$ cat src/rtl/command_link_if.sv
// Byte-stream side of command_link: UART receive strobe plus transmit valid/ready handshake.
interface command_link_if;
  logic       rx_valid;
  logic [7:0] rx_byte;
  logic       tx_valid;
  logic       tx_ready;
  logic [7:0] tx_byte;

  // slave is the framing stage, master is the UART pair around it.
  modport slave  (input rx_valid, rx_byte, tx_ready, output tx_valid, tx_byte);
  modport master (output rx_valid, rx_byte, tx_ready, input tx_valid, tx_byte);
endinterface

$ cat src/rtl/command_link.sv
// Frames UART bytes into 24-bit commands for the phase generator and serializes
// its replies back into checksummed byte frames, with one reply of buffering.
module command_link #(
  parameter int unsigned TIMEOUT_CYCLES = 1000,
  parameter logic [7:0]  CMD_SYNC       = 8'hA5,
  parameter logic [7:0]  REPLY_SYNC     = 8'h5A
) (
  input  logic          i_clk,
  input  logic          i_reset,
  command_link_if.slave link,
  output logic          o_command,
  output logic [23:0]   o_command_data,
  input  logic          i_reply,
  input  logic [23:0]   i_reply_data,
  output logic          o_overflow,
  output logic [7:0]    o_error_count
);
  localparam int unsigned TW = $clog2(TIMEOUT_CYCLES + 1);

  typedef enum logic [2:0] {RX_HUNT, RX_D2, RX_D1, RX_D0, RX_CHK} rx_state_t;
  typedef enum logic [2:0] {TX_IDLE, TX_SYNC, TX_B2, TX_B1, TX_B0, TX_CHK} tx_state_t;

  rx_state_t     rx_state_q, rx_state_d, rx_base;
  logic [TW-1:0] timer_q, timer_d;
  logic [23:0]   rx_data_q, rx_data_d;
  logic          command_d;
  logic [23:0]   command_data_d;
  logic          timeout, err_inc;

  tx_state_t     tx_state_q, tx_state_d;
  logic [23:0]   tx_word_q, tx_word_d;
  logic [23:0]   buf_q, buf_d;
  logic          buf_full_q, buf_full_d;
  logic [7:0]    tx_byte_d;
  logic          overflow_d, tx_hs, reply_started, handover;

  // A timeout and a byte in the same cycle: the byte is decoded as if in HUNT.
  assign timeout = (rx_state_q != RX_HUNT) && (timer_q == TW'(TIMEOUT_CYCLES));
  assign rx_base = timeout ? RX_HUNT : rx_state_q;

  always_comb begin
    // NOTE: every signal driven here gets a default first, so no path can infer a latch.
    rx_state_d     = rx_base;
    rx_data_d      = rx_data_q;
    command_d      = 1'b0;
    command_data_d = o_command_data;
    err_inc        = timeout;
    if (link.rx_valid) begin
      case (rx_base)
        RX_HUNT: if (link.rx_byte == CMD_SYNC) rx_state_d = RX_D2;
        RX_D2: begin
          rx_data_d[23:16] = link.rx_byte;
          rx_state_d       = RX_D1;
        end
        RX_D1: begin
          rx_data_d[15:8] = link.rx_byte;
          rx_state_d      = RX_D0;
        end
        RX_D0: begin
          rx_data_d[7:0] = link.rx_byte;
          rx_state_d     = RX_CHK;
        end
        RX_CHK: begin
          if (link.rx_byte == (rx_data_q[23:16] ^ rx_data_q[15:8] ^ rx_data_q[7:0])) begin
            command_d      = 1'b1;
            command_data_d = rx_data_q;
          end else begin
            err_inc = 1'b1;
          end
          rx_state_d = RX_HUNT;
        end
        default: rx_state_d = RX_HUNT;
      endcase
    end
    timer_d = (link.rx_valid || rx_state_d == RX_HUNT) ? '0 : timer_q + TW'(1);
  end

  always_ff @(posedge i_clk) begin
    // NOTE: sequential state is written with non-blocking assignments only.
    if (i_reset) begin
      rx_state_q     <= RX_HUNT;
      timer_q        <= '0;
      o_command      <= 1'b0;
      o_command_data <= '0;
      o_error_count  <= '0;
    end else begin
      rx_state_q     <= rx_state_d;
      timer_q        <= timer_d;
      o_command      <= command_d;
      o_command_data <= command_data_d;
      if (err_inc && o_error_count != 8'hFF) o_error_count <= o_error_count + 8'd1;
    end
  end

  // NOTE: payload registers carry no reset; the FSM states and buf_full decide when they matter.
  always_ff @(posedge i_clk) begin
    rx_data_q <= rx_data_d;
    tx_word_q <= tx_word_d;
    buf_q     <= buf_d;
  end

  assign tx_hs = link.tx_valid && link.tx_ready;

  always_comb begin
    tx_state_d    = tx_state_q;
    tx_word_d     = tx_word_q;
    buf_d         = buf_q;
    buf_full_d    = buf_full_q;
    overflow_d    = 1'b0;
    reply_started = 1'b0;
    handover      = 1'b0;
    case (tx_state_q)
      TX_IDLE: if (i_reply) begin
        tx_word_d     = i_reply_data;
        tx_state_d    = TX_SYNC;
        reply_started = 1'b1;
      end
      TX_SYNC: if (tx_hs) tx_state_d = TX_B2;
      TX_B2:   if (tx_hs) tx_state_d = TX_B1;
      TX_B1:   if (tx_hs) tx_state_d = TX_B0;
      TX_B0:   if (tx_hs) tx_state_d = TX_CHK;
      TX_CHK: if (tx_hs) begin
        // Chain straight into the next frame so back-to-back replies leave no gap.
        if (buf_full_q) begin
          tx_word_d  = buf_q;
          buf_full_d = 1'b0;
          tx_state_d = TX_SYNC;
          handover   = 1'b1;
        end else if (i_reply) begin
          tx_word_d     = i_reply_data;
          tx_state_d    = TX_SYNC;
          reply_started = 1'b1;
        end else begin
          tx_state_d = TX_IDLE;
        end
      end
      default: tx_state_d = TX_IDLE;
    endcase

    if (i_reply && !reply_started) begin
      if (!buf_full_q || handover) begin
        buf_d      = i_reply_data;
        buf_full_d = 1'b1;
      end else begin
        overflow_d = 1'b1;
      end
    end

    case (tx_state_d)
      TX_SYNC: tx_byte_d = REPLY_SYNC;
      TX_B2:   tx_byte_d = tx_word_d[23:16];
      TX_B1:   tx_byte_d = tx_word_d[15:8];
      TX_B0:   tx_byte_d = tx_word_d[7:0];
      TX_CHK:  tx_byte_d = tx_word_d[23:16] ^ tx_word_d[15:8] ^ tx_word_d[7:0];
      default: tx_byte_d = link.tx_byte;
    endcase
  end

  always_ff @(posedge i_clk) begin
    if (i_reset) begin
      tx_state_q    <= TX_IDLE;
      buf_full_q    <= 1'b0;
      link.tx_valid <= 1'b0;
      link.tx_byte  <= '0;
      o_overflow    <= 1'b0;
    end else begin
      tx_state_q    <= tx_state_d;
      buf_full_q    <= buf_full_d;
      link.tx_valid <= (tx_state_d != TX_IDLE);
      link.tx_byte  <= tx_byte_d;
      o_overflow    <= overflow_d;
    end
  end
endmodule

$ cat src/flat_wrapper.sv
// flat-port wrapper written by rule: the top's interface ports become plain ports
module command_link_flat 
#(
  parameter int unsigned TIMEOUT_CYCLES = 1000,
  parameter logic [7:0]  CMD_SYNC       = 8'hA5,
  parameter logic [7:0]  REPLY_SYNC     = 8'h5A
)
  (i_clk, i_reset, o_command, o_command_data, i_reply, i_reply_data, o_overflow, o_error_count, link_rx_valid, link_rx_byte, link_tx_ready, link_tx_valid, link_tx_byte);
  command_link_if link_i ();
  input  logic i_clk;
  input  logic i_reset;
  output logic o_command;
  output logic [23:0] o_command_data;
  input  logic i_reply;
  input  logic [23:0] i_reply_data;
  output logic o_overflow;
  output logic [7:0] o_error_count;
  input wire logic [$bits(link_i.rx_valid)-1:0] link_rx_valid;
  input wire logic [$bits(link_i.rx_byte)-1:0] link_rx_byte;
  input wire logic [$bits(link_i.tx_ready)-1:0] link_tx_ready;
  output wire logic [$bits(link_i.tx_valid)-1:0] link_tx_valid;
  output wire logic [$bits(link_i.tx_byte)-1:0] link_tx_byte;
  assign link_i.rx_valid = link_rx_valid;
  assign link_i.rx_byte = link_rx_byte;
  assign link_i.tx_ready = link_tx_ready;
  assign link_tx_valid = link_i.tx_valid;
  assign link_tx_byte = link_i.tx_byte;
  command_link #(.TIMEOUT_CYCLES(TIMEOUT_CYCLES), .CMD_SYNC(CMD_SYNC), .REPLY_SYNC(REPLY_SYNC)) u_core (.i_clk(i_clk), .i_reset(i_reset), .link(link_i), .o_command(o_command), .o_command_data(o_command_data), .i_reply(i_reply), .i_reply_data(i_reply_data), .o_overflow(o_overflow), .o_error_count(o_error_count));
endmodule
$ cat config.mk
export PLATFORM = sky130hd
export DESIGN_NAME = command_link_flat
export DESIGN_NICKNAME = d
export VERILOG_FILES = /design/src/rtl/command_link_if.sv /design/src/rtl/command_link.sv /design/src/flat_wrapper.sv
export SDC_FILE = /design/constraint.sdc
export NUM_CORES = 1
export LEC_CHECK = 0
export ABC_AREA = 1
export CAP_MARGIN = 20
export CORE_ASPECT_RATIO = 2
export CORE_MARGIN = 1.5
export CORE_UTILIZATION = 57
export CTS_BUF_LIST = sky130_fd_sc_hd__clkbuf_16
export DETAILED_ROUTE_END_ITERATION = 8
export PLACE_DENSITY = 0.83
export SLEW_MARGIN = 10
export SYNTH_ARGS = -nofsm -noshare
export SYNTH_HDL_FRONTEND = slang
export SYNTH_SLANG_ARGS = --single-unit
$ cat constraint.sdc
create_clock -name i_clk -period 3.1 [get_ports i_clk]
set_input_delay 0.775 -clock i_clk [delete_from_list [all_inputs] [get_ports i_clk]]
set_output_delay 0.775 -clock i_clk [all_outputs]
set_load 0.005 [all_outputs]
Word level (Yosys, flattened, before mapping)
Index checks and enable logic that the tools add are counted. W data, S select, Z words.

Eq/ne operators: 18. Reductions and logical operators: 22. Bitwise operators: 7. Multiplexer cells: 34. $add $sub $neg: 2.

Operators with widths (count): $mux W24 (3); $pmux W24 S2 (1); $pmux W8 S5 (1); $xor A8 B8 Y8 (4); $mux W3 (10); $eq A3 B2 Y1 const B (6); $pmux W3 S6 (1); $mux W1 (16); $eq A3 B3 Y1 const B (5); $pmux W3 S4 (1); $add A10 B1 Y10 const B (1); $eq A10 B10 Y1 const B (1); $eq A3 B1 Y1 const B (3); $logic_not A3 Y1 (3); $add A8 B1 Y8 const B (1); $eq A8 B8 Y1 (1); $eq A8 B8 Y1 const B (1); $ne A8 B8 Y1 const B (1); $reduce_and A2 Y1 (4); $reduce_bool A3 Y1 (2); $reduce_bool A5 Y1 (1); $logic_and A1 B1 Y1 (4); $reduce_or A2 Y1 (2); $not A1 Y1 (3); 5 further kinds (7).

Flip-flop bits (word level): 132.

Longest topological paths before layout
Gate-level depths: netlist of run 1.

Depth in word-level cells: 9. Depth in mapped cells: 16. Gate-level depth less buffers: 15.

Worst setup path before layout of run 1
OpenSTA, ideal clock, no wires.

Path kind: input to register. Start point: input port i_reply. End point: register u_core.buf_q[0], enable pin. Setup slack: 0.455 ns. Cell stages on the path: 4. Path buffers: 2. Data required time: 2.695 ns. Data arrival time: 2.240 ns. Cells stage by stage: buf_4 > buf_2 > nand3_1 > nor2_1.

Word-level cells in the longest chain between the ends: 7.

Ends and longest elaborated chain: start: declaration (line flat_wrapper.sv:14) `input logic i_reply;`; $mux W1 (line command_link.sv:113, command_link.sv:129); $mux W1 (line command_link.sv:124) `if (buf_full_q) begin`; $mux W1 (line command_link.sv:122) `TX_CHK: if (tx_hs) begin`; $pmux W1 S2 (line command_link.sv:112) `case (tx_state_q)`; $logic_not A1 Y1 (line command_link.sv:140) `if (i_reply && !reply_started) begin`; $logic_and A1 B1 Y1 * (line command_link.sv:140); $reduce_and A2 Y1 (no source line) *; end signal: assignment (line command_link.sv:99) `buf_q <= buf_d;`; end: declaration (line command_link.sv:32) `logic [23:0] buf_q, buf_d;`.

Mark *: on every way between the ends. The rest lies on a longest branch, timed or not. A chain may end at the register's enable or synchronous reset.

Final worst setup path of run 1
Start point: input port link_rx_byte[6]. End point: register u_core.o_command_data[3].

Word-level cells in the longest chain between the ends: 2.

Ends and longest elaborated chain: start: declaration (line flat_wrapper.sv:19) `input wire logic [$bits(link_i.rx_byte)-1:0] link_rx_byte;`; $eq A8 B8 Y1 (line command_link.sv:64) `if (link.rx_byte == (rx_data_q[23:16] ^ rx_data_q[15:8] ^ rx_data_q[7:0])) begin`; $reduce_and A3 Y1 (no source line); end signal: assignment (line command_link.sv:90) `o_command_data <= command_data_d;`; end: declaration (line command_link.sv:12) `output logic [23:0] o_command_data,`.

No other way between the ends.

==> results of run 1 <==
[per-layer routing]
layer  vias up  part of all wire  global-route usage
li1       3224                 -                   -
met1      2889              0.36               0.262
met2       185              0.54               0.527
met3        52             0.044              0.0550
met4         0             0.058               0.167
met5         -                 0                   0
[logic make-up after synthesis]
family | share of synthesized area
AO/OA/AOI/OAI | 0.110
XOR/XNOR | 0.0241
adder cells (fa/ha/maj) | 0.00545
buffers and inverters | 0.106
flip-flops | 0.453
AND/OR/NAND/NOR | 0.301
[final timing paths]
path                                          from                                    end  cells after the start
max reg2reg        u_core.tx_state_q[1]$_SDFF_PP0_    u_core.link.tx_byte[7]$_SDFFE_PP0P_                     14
min reg2reg  u_core.o_command_data[4]$_SDFFE_PP0P_  u_core.o_command_data[4]$_SDFFE_PP0P_                      2
max                                link_rx_byte[6]  u_core.o_command_data[3]$_SDFFE_PP0P_                     13
min          u_core.o_command_data[4]$_SDFFE_PP0P_  u_core.o_command_data[4]$_SDFFE_PP0P_                      2
[synthesized netlist by cell type (all sizes together)]
library cell / number
buf: 19
xor2: 11
nor4: 1
nor3: 9
nand4: 4
and3: 1
a31oi: 2
nand3: 61
ha: 3
or2: 3
clkbuf: 13
nand2: 327
nor3b: 3
nor2: 87
edfxtp: 48
o21ai: 53
inv: 142
nand3b: 1
dfxtp: 84
clkinv: 1
xnor2: 8
a21oi: 92
[state kept, by name, summed over array words and instances, names as in the netlist, 3 cells and up]
signal,count
u_core.rx_state_q,3
u_core.o_error_count,8
u_core.buf_q,24
u_core.tx_word_q,24
u_core.timer_q,10
u_core.tx_state_q,3
u_core.link.tx_byte,8
u_core.o_command_data,24
u_core.rx_data_q,24
[through the flow]
stage	std cells	total power [mW]
5_1_grt	1211	5.07
2_1_floorplan	973	2.66
3_5_place_dp	1179	2.94
6_report	1211	4.86
3_3_place_gp	1179	2.92
4_1_cts	1211	4.87
[critical path, stage by stage]
cell	delay, ns
clkdlybuf4s50_1	0.58
inv_1	0.07
nand2_1	0.07
nand2_1	0.07
nand2_1	0.05
inv_1	0.03
nor2_1	0.10
nand2_1	0.14
nor2_1	0.19
nand3_2	0.09
buf_4	0.26
o21ai_0	0.25
a21oi_1	0.06
[power by group]
group	total [mW]	switching [mW]	internal [mW]	leakage [nW]
clock	1.94	0.788	1.16	0.287
combinational	0.928	0.624	0.305	2.30
sequential	1.99	0.0615	1.93	1.12
total	4.86	1.47	3.39	3.71
[cell type report]
| class | count | area (um^2) | share of cell area |
|---|---|---|---|
| multi-input cells | 666 | 3040 | 0.364 |
| repair buffers | 93 | 896 | 0.107 |
| well taps | 145 | 181 | 0.0217 |
| clock buffers | 18 | 450 | 0.0539 |
| flip-flops and latches | 132 | 3120 | 0.374 |
| clock inverters | 14 | 121 | 0.0145 |
| inverters | 143 | 539 | 0.0646 |
==> results.cfg, run 1 <==
[cts]
cts_tree = built
h-tree-depth = 4
cts_resized = 0
clock_latency_ns = 0.42
cts_setup_buffers = 0
cts-root-buf = clkbuf_16
cts_buffers = 17
clock_path_buffers = 2
clkSinkCount = 132
holdBufCountCts = 0
clkSlewWorstSetupHoldPaths_ns = 0.06

[placed_design]
pre_cts_slack_ns = 0.252
gp_congestion = 0.902
io_buffers = 79
dp_hpwl_mm = 12.3
place_area_mm2 = 0.00778

[sta]
hold_ws_ns = 0.441
fmax_ghz = 0.409
fin_tns_setup_ns = 0
max_slew.worst_pin.slew_ns = 0.641
drv_slew = 0
min_period_over_period = 0.790
final_hold_viol_count = 0
clock_skew_ns = 0.00930
rsz0062_at_grt = false
slew_headroom = 0.568
fin_ws_ns = 0.652
setup_viol = 0
min_period_ns = 2.45

[cells_and_area]
fillerInstances = 959
syn_to_final_growth_pct = 21.2
antennaDiodeCount = 0
final_util = 0.709
layout_common_cells = nand2_1, inv_1, a21oi_1
final_nets = 1093
layout_commonest_cell = nand2_1
fin_area_mm2 = 0.00835
drive_gt1_frac = 0.0938

[die]
dieArea_mm2 = 0.0128
io_pins = 80
rows = 56
die_h_um = 159
dieWidth_um = 80.8
coreArea_mm2 = 0.0118
start_util = 0.585

[setup_path]
startpoint_type = input port
cp-end-kind = flop
rrSetupSlack_ns = 1.06
worstSetupPathType = input port to flop
cp.required_ns = 3.39
cp_max_fo = 49
cp.arrival_ns = 2.74

[yosys]
ys_types = 37
synth.net_count = 1013
syn-mean-instance-area_um2 = 7.08
synthCells = 973
ys_ff_latch = 132
synth_top_area_frac = 0.244
yosys.area.top_type = dfxtp_1
yosysSeqAreaShare = 0.453
yosysWarnings = 0
syn_area_mm2 = 0.00689
synthTopCellsByArea = dfxtp_1, edfxtp_1, nand2_1, a21oi_1, inv_1

[routing]
vias = 6350
ant_nets = 0
via_per_inst = 5.24
routedWlPerCell_um = 14.1
dr.pass1.iters = 5
route.detailed.drc = 0
routed_wl_mm = 17.1
drt_iter0_drc = 435

[power]
p_per_area_mw_per_mm2 = 583
power_leakage_nw = 3.71
peakVddDrop_v = 0.000476

[global_routing]
grt_max_degree = 50
grt_antenna_before_repair = 0
track_usage = 0.277
overflow = 0
grt_pass1_vias = 6066
grt_first_pass_wirelength_mm = 27.2

[status]
status = finished clean

[job]
max_cap_viol_count = 0

[hold_path]
hp-class = flop to flop
(Power assumes the default switching activity.)
==> run 2, diff against run 1 <==
--- a/config.mk
+++ b/config.mk
@@ -9,10 +9,10 @@
 export CAP_MARGIN = 20
 export CORE_ASPECT_RATIO = 2
 export CORE_MARGIN = 1.5
-export CORE_UTILIZATION = 57
+export CORE_UTILIZATION = 51
 export CTS_BUF_LIST = sky130_fd_sc_hd__clkbuf_16
 export DETAILED_ROUTE_END_ITERATION = 8
-export PLACE_DENSITY = 0.83
+export PLACE_DENSITY = 0.79
 export SLEW_MARGIN = 10
 export SYNTH_ARGS = -nofsm -noshare
 export SYNTH_HDL_FRONTEND = slang
==> constraint.sdc (replaced) <==
create_clock -name i_clk -period 2.2 [get_ports i_clk]
set_input_delay 0.55 -clock i_clk [delete_from_list [all_inputs] [get_ports i_clk]]
set_output_delay 0.55 -clock i_clk [all_outputs]
set_load 0.005 [all_outputs]
==> run 2 against run 1 <==
The run now ends with design-rule violations left. Clock-buffer cell count increased by 2. Flip-flop and latch count did not move. Die area grew 11%. Non-clock buffer count up 47. Sequential share of layout area is 2.0 points lower. Register-to-register slack worse by 0.81 ns. Critical path depth decreased by 2. First-iteration DRC count down 11%. Largest power group is now clock.
==> results.cfg, run 2 (synthesis gave the netlist of run 1 again) <==
[status]
status = finished, violations left
violations = design-rule violations

[cts]
clock_latency_ns = 0.42
cts-root-buf = clkbuf_16
cts_buffers = 17
clkSinkCount = 132
clock_path_buffers = 2
cts_tree = built
h-tree-depth = 4
clkSlewWorstSetupHoldPaths_ns = 0.06

[global_routing]
grt_max_degree = 30
grt_pass1_vias = 6584
overflow = 0
grt_antenna_before_repair = 0
grt_first_pass_wirelength_mm = 29.6
track_usage = 0.265

[cells_and_area]
fin_area_mm2 = 0.00883
final_nets = 1140
layout_common_cells = nand2_1, inv_1, a21oi_1
instances_no_fill = 1265
antennaDiodeCount = 0
syn_to_final_growth_pct = 28.1
drive_gt1_frac = 0.134
layout_commonest_cell = nand2_1

[placed_design]
io_buffers = 79
place_area_mm2 = 0.00821
dp_hpwl_mm = 13.2
place_inst = 1233
gp_congestion = 0.858

[setup_path]
crit_buf_inv = 4
cp-end-kind = flop
startpoint_type = input port
cp_max_fo = 5
path_delay_family = buffers and inverters
worstSetupPathType = input port to flop
crit_slowest_cell = clkdlybuf4s50_1
r2r_cells = 12
rrSetupSlack_ns = 0.25
cpPeakStageDelay_ns = 0.54
path_cells = clkdlybuf4s50_1, inv_1, buf_4, nor4_1, buf_4, nand4_1, nand2_1, nand2_1, nor2_1, a21oi_1, nor2_1
cp.arrival_ns = 2.44
r2r-end = u_core.link.tx_byte[2]$_SDFFE_PP0P_
path_depth = 11
r2r_start = u_core.tx_state_q[2]$_SDFF_PP0_
cp.required_ns = 2.56

[routing]
routed_wl_mm = 18.2
vias = 6545
route.detailed.drc = 2
ant_nets = 0
routedWlPerCell_um = 14.4
via_per_inst = 5.17
dr.pass1.iters = 6
drt_iter0_drc = 387

[power]
p_per_area_mw_per_mm2 = 804
power_leakage_nw = 3.98
peakVddDrop_v = 0.000550

[sta]
fin_tns_setup_ns = 0
min_period_over_period = 0.947
min_period_ns = 2.08
max_slew.worst_pin.slew_ns = 0.588
slew_headroom = 0.604
rsz0062_at_grt = false
final_hold_viol_count = 0
fmax_ghz = 0.480
drv_slew = 0
setup_viol = 0
clock_skew_ns = 0.0113

[die]
coreArea_mm2 = 0.0131
dieWidth_um = 85.2
die_h_um = 167
dieArea_mm2 = 0.0143
io_pins = 80
rows = 59
start_util = 0.527

[hold_path]
hp-class = flop to flop
whs_endpoint = u_core.o_command_data[14]$_SDFFE_PP0P_
whs_path_depth = 2
hp-start = u_core.o_command_data[14]$_SDFFE_PP0P_

[job]
max_cap_viol_count = 0
## run 2: cell types whose count changed in the layout (fill, tap and decap cells not counted), moves of 2 or more
| cell | delta |
|---|---|
| buf_12 | +6 |
| buf_4 | +41 |
| clkbuf_16 | +2 |
| clkinv_2 | -2 |
| inv_4 | -2 |
| inv_6 | +3 |
## run 2: where the power goes
group          internal, mW  leakage (nW)  switching (mW)
clock network          1.68         0.297            1.17
logic                 0.539          2.56           0.908
registers              2.72          1.12          0.0866
total                  4.94          3.98            2.16
## run 2: tightest hold or removal path: stages, from the launching register on
cell and delay (ns):
dfxtp_1 0.31, inv_1 0.05, a21oi_1 0.05
## run 2: how the worst max path moves through the flow
stage / start / end
after floorplan: i_reply / u_core.buf_q[0]$_DFFE_PP_
after global placement: link_tx_ready / u_core.link.tx_byte[2]$_SDFFE_PP0P_
after detailed placement: link_rx_byte[5] / u_core.o_command_data[16]$_SDFFE_PP0P_
after CTS: link_rx_byte[4] / u_core.o_command_data[16]$_SDFFE_PP0P_
after global routing: i_reply / u_core.link.tx_byte[6]$_SDFFE_PP0P_
final: link_rx_byte[5] / u_core.rx_state_q[0]$_SDFF_PP0_
## run 2: layout make-up
type / count / area, um^2
clock buffers: 20 / 500
clock inverters: 12 / 103
fillers: 1063 / 4240
inverters: 143 / 539
multi-input cells: 666 / 3050
flip-flops and latches: 132 / 3120
well taps: 152 / 190
repair buffers: 140 / 1320
## run 2: routing by layer
layer / wire (um) / track usage / vias to the layer above
met4: 969 / 0.174 / 0
met5: 0 / 0 / -
met2: 10000 / 0.504 / 217
li1: - / - / 3324
met1: 6300 / 0.240 / 2942
met3: 927 / 0.0591 / 62
## run 2: per-stage QoR
step                      total power [mW]   util  setup WS, ns  hold slack (ns)
final                                 7.10  0.676         0.117            0.449
after global routing                  7.43  0.676      0.000542            0.466
after CTS                             7.12  0.675         0.158            0.452
after detailed placement              4.27  0.629        -0.261            0.435
after global placement                4.24  0.629        -0.232            0.434
after floorplan                       3.75      -         0.163            0.430
## run 2: what timing repair did
action / CTS / global route
gates resized for setup: 0 / 3
endpoints found under the hold margin: 0 / 0
hold buffers: 0 / 0
setup buffers: 0 / 0
setup endpoints to repair: 0 / 3
==> run 3, diff against run 2 <==
--- a/config.mk
+++ b/config.mk
@@ -5,14 +5,13 @@
 export SDC_FILE = /design/constraint.sdc
 export NUM_CORES = 1
 export LEC_CHECK = 0
-export ABC_AREA = 1
 export CAP_MARGIN = 20
 export CORE_ASPECT_RATIO = 2
 export CORE_MARGIN = 1.5
-export CORE_UTILIZATION = 51
+export CORE_UTILIZATION = 50
 export CTS_BUF_LIST = sky130_fd_sc_hd__clkbuf_16
 export DETAILED_ROUTE_END_ITERATION = 8
-export PLACE_DENSITY = 0.79
+export PLACE_DENSITY = 0.78
 export SLEW_MARGIN = 10
 export SYNTH_ARGS = -nofsm -noshare
 export SYNTH_HDL_FRONTEND = slang
==> run 3 against run 2 <==
The flow finishes with violations (negative setup slack). Die area fell by 4.8%. Utilization rose by 11 points. Maximum frequency fell by 9.5%. Final cell count fell by 19%. Register-to-register slack got worse by 0.35 ns. Critical path type is now flop to flop.
==> results.cfg, run 3 <==
[yosys]
post-synth-top-count-cell = dfxtp_1
synthArstFlopShare = 0
synth.net_count = 668
synth_top_area_frac = 0.262
synthCells = 628
yosysWarnings = 0
syn_area_mm2 = 0.00643
synth_top_flop_cell = dfxtp_1
ys_types = 75
yosys.area.top_type = dfxtp_1
syn-mean-instance-area_um2 = 10.2
synthTopCellsByCount = dfxtp_1, nor2_1, mux2i_1, edfxtp_1, nand2_1
yosysSeqAreaShare = 0.486
synthTopCellsByArea = dfxtp_1, edfxtp_1, mux2i_1, nor2_1, xnor2_1
ys_ff_latch = 132
synth-edff-count = 48

[sta]
setup_viol = 7
rsz0062_at_grt = true
max_slew.worst_pin.slew_ns = 0.500
min_period_over_period = 1.05
fmax_ghz = 0.434
hold_ws_ns = 0.456
final_hold_viol_count = 0
clock_skew_ns = 0.00907
fin_tns_setup_ns = -0.362
min_period_ns = 2.30
drv_slew = 0
fin_ws_ns = -0.103
slew_headroom = 0.665

[status]
violations = negative setup slack
status = finished, violations left

[setup_path]
cp.arrival_ns = 2.62
cp-end-kind = flop
cp.required_ns = 2.51
startpoint_type = flop
cp_max_fo = 6
crit_slowest_cell = or3_4
cpPeakStageDelay_ns = 0.41
worstSetupPathType = flop to flop
path_cells = buf_6, or3_4, buf_12, nand3_1, o211ai_1, a222oi_1, o32ai_1, a311o_1

[die]
rows = 58
dieWidth_um = 83.2
die_h_um = 163
dieArea_mm2 = 0.0136
start_util = 0.512
io_pins = 80
coreArea_mm2 = 0.0126

[routing]
via_per_inst = 6.19
route.detailed.drc = 0
drt_iter0_drc = 525
ant_nets = 0
routedWlPerCell_um = 21.6
dr.pass1.iters = 7
routed_wl_mm = 22.2
vias = 6344

[cts]
cts-root-buf = clkbuf_16
cts_tree = built
clkSlewWorstSetupHoldPaths_ns = 0.06
clock_latency_ns = 0.43
holdBufCountCts = 0
clkSinkCount = 132
clock_path_buffers = 2
cts_buffers = 17
h-tree-depth = 4

[cells_and_area]
final_nets = 902
antennaDiodeCount = 0
syn_to_final_growth_pct = 52.8
layout_common_cells = buf_4, dfxtp_1, nor2_1
final_util = 0.782
layout_commonest_cell = buf_4
drive_gt1_frac = 0.352

[global_routing]
grt_pass1_vias = 6500
grt_first_pass_wirelength_mm = 31.7
overflow = 0
grt_max_degree = 27
grt_antenna_before_repair = 0
track_usage = 0.297

[job]
max_cap_viol_count = 0

[hold_path]
hp-class = input port to flop

[placed_design]
dp_hpwl_mm = 14.1
io_buffers = 79
gp_congestion = 0.960

[power]
power_leakage_nw = 3.74
peakVddDrop_v = 0.000627
p_per_area_mw_per_mm2 = 728
==> run 3: through the flow <==
step | worst slack, ns | total power [mW] | cells | cell area, um^2
2_1_floorplan | 0.00107 | 3.49 | 628 | 6510
3_5_place_dp | -0.871 | 4.08 | 961 | 8370
3_3_place_gp | -0.705 | 4.02 | 961 | 8370
4_1_cts | -0.00111 | 6.90 | 1003 | 9250
5_1_grt | -0.135 | 7.37 | 1025 | 9820
6_report | -0.103 | 7.15 | 1025 | 9820
==> run 3: routing by layer <==
metal | vias to the layer above | global-route usage | routed length [um]
met5 | - | 0 | 0
met2 | 348 | 0.572 | 12300
met1 | 3083 | 0.270 | 7080
li1 | 2788 | - | -
met4 | 0 | 0.211 | 1440
met3 | 125 | 0.0611 | 1370
==> run 3: worst paths after layout <==
| path | slack, ns | start | depth (start not counted) | endpoint |
|---|---|---|---|---|
| worst max-delay path | -0.10 | u_core.tx_state_q[2]$_SDFF_PP0_ | 8 | u_core.link.tx_byte[0]$_SDFFE_PP0P_ |
| worst min-delay path | 0.46 | i_reset | 2 | u_core.tx_state_q[0]$_SDFF_PP0_ |
| worst max register to register | -0.10 | u_core.tx_state_q[2]$_SDFF_PP0_ | 8 | u_core.link.tx_byte[0]$_SDFFE_PP0P_ |
| worst min register to register | 0.50 | u_core.o_command_data[6]$_SDFFE_PP0P_ | 2 | u_core.o_command_data[6]$_SDFFE_PP0P_ |
==> run 3: worst max-delay path, delay by kind of cell, from the launching register on <==
kind	cells	cell delay (ns)
buffers and inverters	2	0.32
DFF	1	0.38
AOI/OAI and AO/OA	4	0.98
and+or+nand+nor	2	0.51
==> run 3: cell families after synthesis <==
| group | after synthesis | synth area share |
|---|---|---|
| and+or+nand+nor | 214 | 0.171 |
| DFF | 132 | 0.486 |
| AOI/OAI and AO/OA | 125 | 0.143 |
| muxes | 62 | 0.0989 |
| buffers and inverters | 50 | 0.0378 |
| xor gates and xnor gates | 41 | 0.0559 |
| adders and majority gates | 4 | 0.00740 |
==> run 3: where the power goes <==
| part | switching, mW | internal [mW] | total [mW] |
|---|---|---|---|
| clock | 1.27 | 1.52 | 2.79 |
| combinational | 0.761 | 0.756 | 1.52 |
| sequential | 0.148 | 2.70 | 2.85 |
| total | 2.18 | 4.97 | 7.15 |
==> run 3: cell type report <==
type	instances	area, um^2
multi-input cells	446	3600
flip-flops and latches	132	3130
fillers	725	2740
repair buffers	248	2240
clock buffers	17	425
well taps	150	188
clock inverters	15	155
inverters	17	67.6
==> run 3: timing repair <==
action | in CTS | in global routing
pin swaps | 26 | 25
setup buffers | 9 | 20
gates resized for setup | 51 | 68
cloned | 1 | 4
setup endpoints to repair | 40 | 35
==> patch, RTL diff (flow settings as in run 1) <==
`TIMEOUT_CYCLES` is set to 1000 in 2 places; all go to 4000.
--- a/src/rtl/command_link.sv
+++ b/src/rtl/command_link.sv
@@ -2,5 +2,5 @@
 // its replies back into checksummed byte frames, with one reply of buffering.
 module command_link #(
-  parameter int unsigned TIMEOUT_CYCLES = 1000,
+  parameter int unsigned TIMEOUT_CYCLES = 4000,
   parameter logic [7:0]  CMD_SYNC       = 8'hA5,
   parameter logic [7:0]  REPLY_SYNC     = 8'h5A
--- a/src/flat_wrapper.sv
+++ b/src/flat_wrapper.sv
@@ -2,5 +2,5 @@
 module command_link_flat 
 #(
-  parameter int unsigned TIMEOUT_CYCLES = 1000,
+  parameter int unsigned TIMEOUT_CYCLES = 4000,
   parameter logic [7:0]  CMD_SYNC       = 8'hA5,
   parameter logic [7:0]  REPLY_SYNC     = 8'h5A
Function: no difference found for any inputs over 4 cycles, from zero or initial values and one cycle with i_reset high; that may be too few to reach the edited logic, so the function may still have changed.
==> patch against run 1 <==
- combinational power is 5.4% lower
- area after synthesis shrank 0.76%
- sequential cell count is 2 higher
- critical path depth did not move
- maximum frequency is 1.5% higher
- power up 1.8%
- worst setup slack improved by 0.036 ns
- critical endpoint is now u_core.link.tx_byte[7]
- final area rose by 0.73%
- wire length shrank 3.1%
- die area down 0.74%
- non-clock buffer count rose by 3
==> patch: results (changes against run 1) <==
* Worst VDD drop at 0.491 mV (was 0.476 mV)
* Sequential share of the synthesized area at 46.2% (was 45.3%)
* Outcome: completed (unchanged)
* Largest stage delay, worst path at 0.46 ns (was 0.58 ns)
* Fraction of the mapped netlist area in compound gates at 11.5% (was 11.0%)
* #MultiIn Comb at 676 (was 666)
* Routed WL at 16,500 microns (was 17,100 microns)
* Clk sinks at 134 (was 132)
* Post-DP HPWL at 11,800 microns (was 12,300 microns)
* Worst R2R Setup Slack at 0.94 ns (was 1.06 ns)
* Via density per instance at 5.27 (was 5.24)
* Top cells by area, synth: dfxtp_1 (25%), edfxtp_1 (21%), nand2_1 (15%) (was dfxtp_1 (24%), edfxtp_1 (21%), nand2_1 (17%))
* Worst R2R End: u_core.link.tx_byte[4] (was u_core.link.tx_byte[7])
* Switching power at 1420 uW (was 1470 uW)
* Signal buf overhead at 11.2% (was 10.7%)
* Largest net degree at the start of global routing at 42 (was 50)
* Hold Path Depth at 1 (was 2)
* Crit path from: link_tx_ready (was link_rx_byte[6])
* Non-clk bufs at 96 (was 93)
* Filler cell count at 891 (was 959)
* Hold slack at 0.472 ns (was 0.441 ns)
* Synth Net Count at 997 (was 1,013)
* Inverters at 115 (was 143)
* Post-synth top cells: nand2_1 (278), nor2_1 (135), inv_1 (101) (was nand2_1 (315), inv_1 (117), a21oi_1 (90))
* Fin nets at 1,080 (was 1,093)
* CP Capture Point: u_core.link.tx_byte[7] (was u_core.o_command_data[3])
* Leak pwr at 0.00371 uW (about the same)
* CP Max Fanout at 8 (was 49)
* Post-synthesis xor/xnor area fraction at 3.59% (was 2.41%)
* Multi-input logic area at 3090 sq um (was 3040 sq um)
* Register share of the cell area at 37.6% (was 37.4%)
* Synth Area in Adders at 0.549% (was 0.545%)
* R2R depth at 12 (was 14)
* Vias in the first global route at 6,154 (was 6,066)
* Slew margin rel. at 45.8% (was 56.8%)
* Hold_sp: u_core.timer_q[0] (was u_core.o_command_data[4])
* Critical Path AT at 2.78 ns (was 2.74 ns)
* Layout Skew at 0.00910 ns (was 0.00930 ns)
* Number of clock buffers in the layout at 17 (was 18)
* Comb pwr share at 17.7% (was 19.1%)
* GPL Wtd Cong at 0.902 (about the same)
patch: cell types whose count changed after synthesis, moves of 12 or more:
cell | run 1 | this run
o21ai_1 | 11 | 29
inv_1 | 117 | 101
a21oi_1 | 90 | 72
inv_2 | 24 | 12
nand2_1 | 315 | 278
nor2_1 | 84 | 135
patch: per-layer routing:
metal  global-route usage, %  routed length [microns]
met5                       0                        0
met4                    13.5                      568
met2                    53.3                     9130
met1                    25.7                     6080
met3                    6.86                      775
patch: per-stage QoR:
step	std cells	util (%)	setup WS, ns	cell area, sq um	total power (uW)
floorplan	957	-	0.398	6840	2650
global placement	1166	66.7	0.308	7810	2890
detailed placement	1166	66.7	0.307	7810	2910
CTS	1198	71.9	0.725	8410	4970
global route	1198	71.9	0.443	8410	5190
finish	1198	71.9	0.688	8410	4950
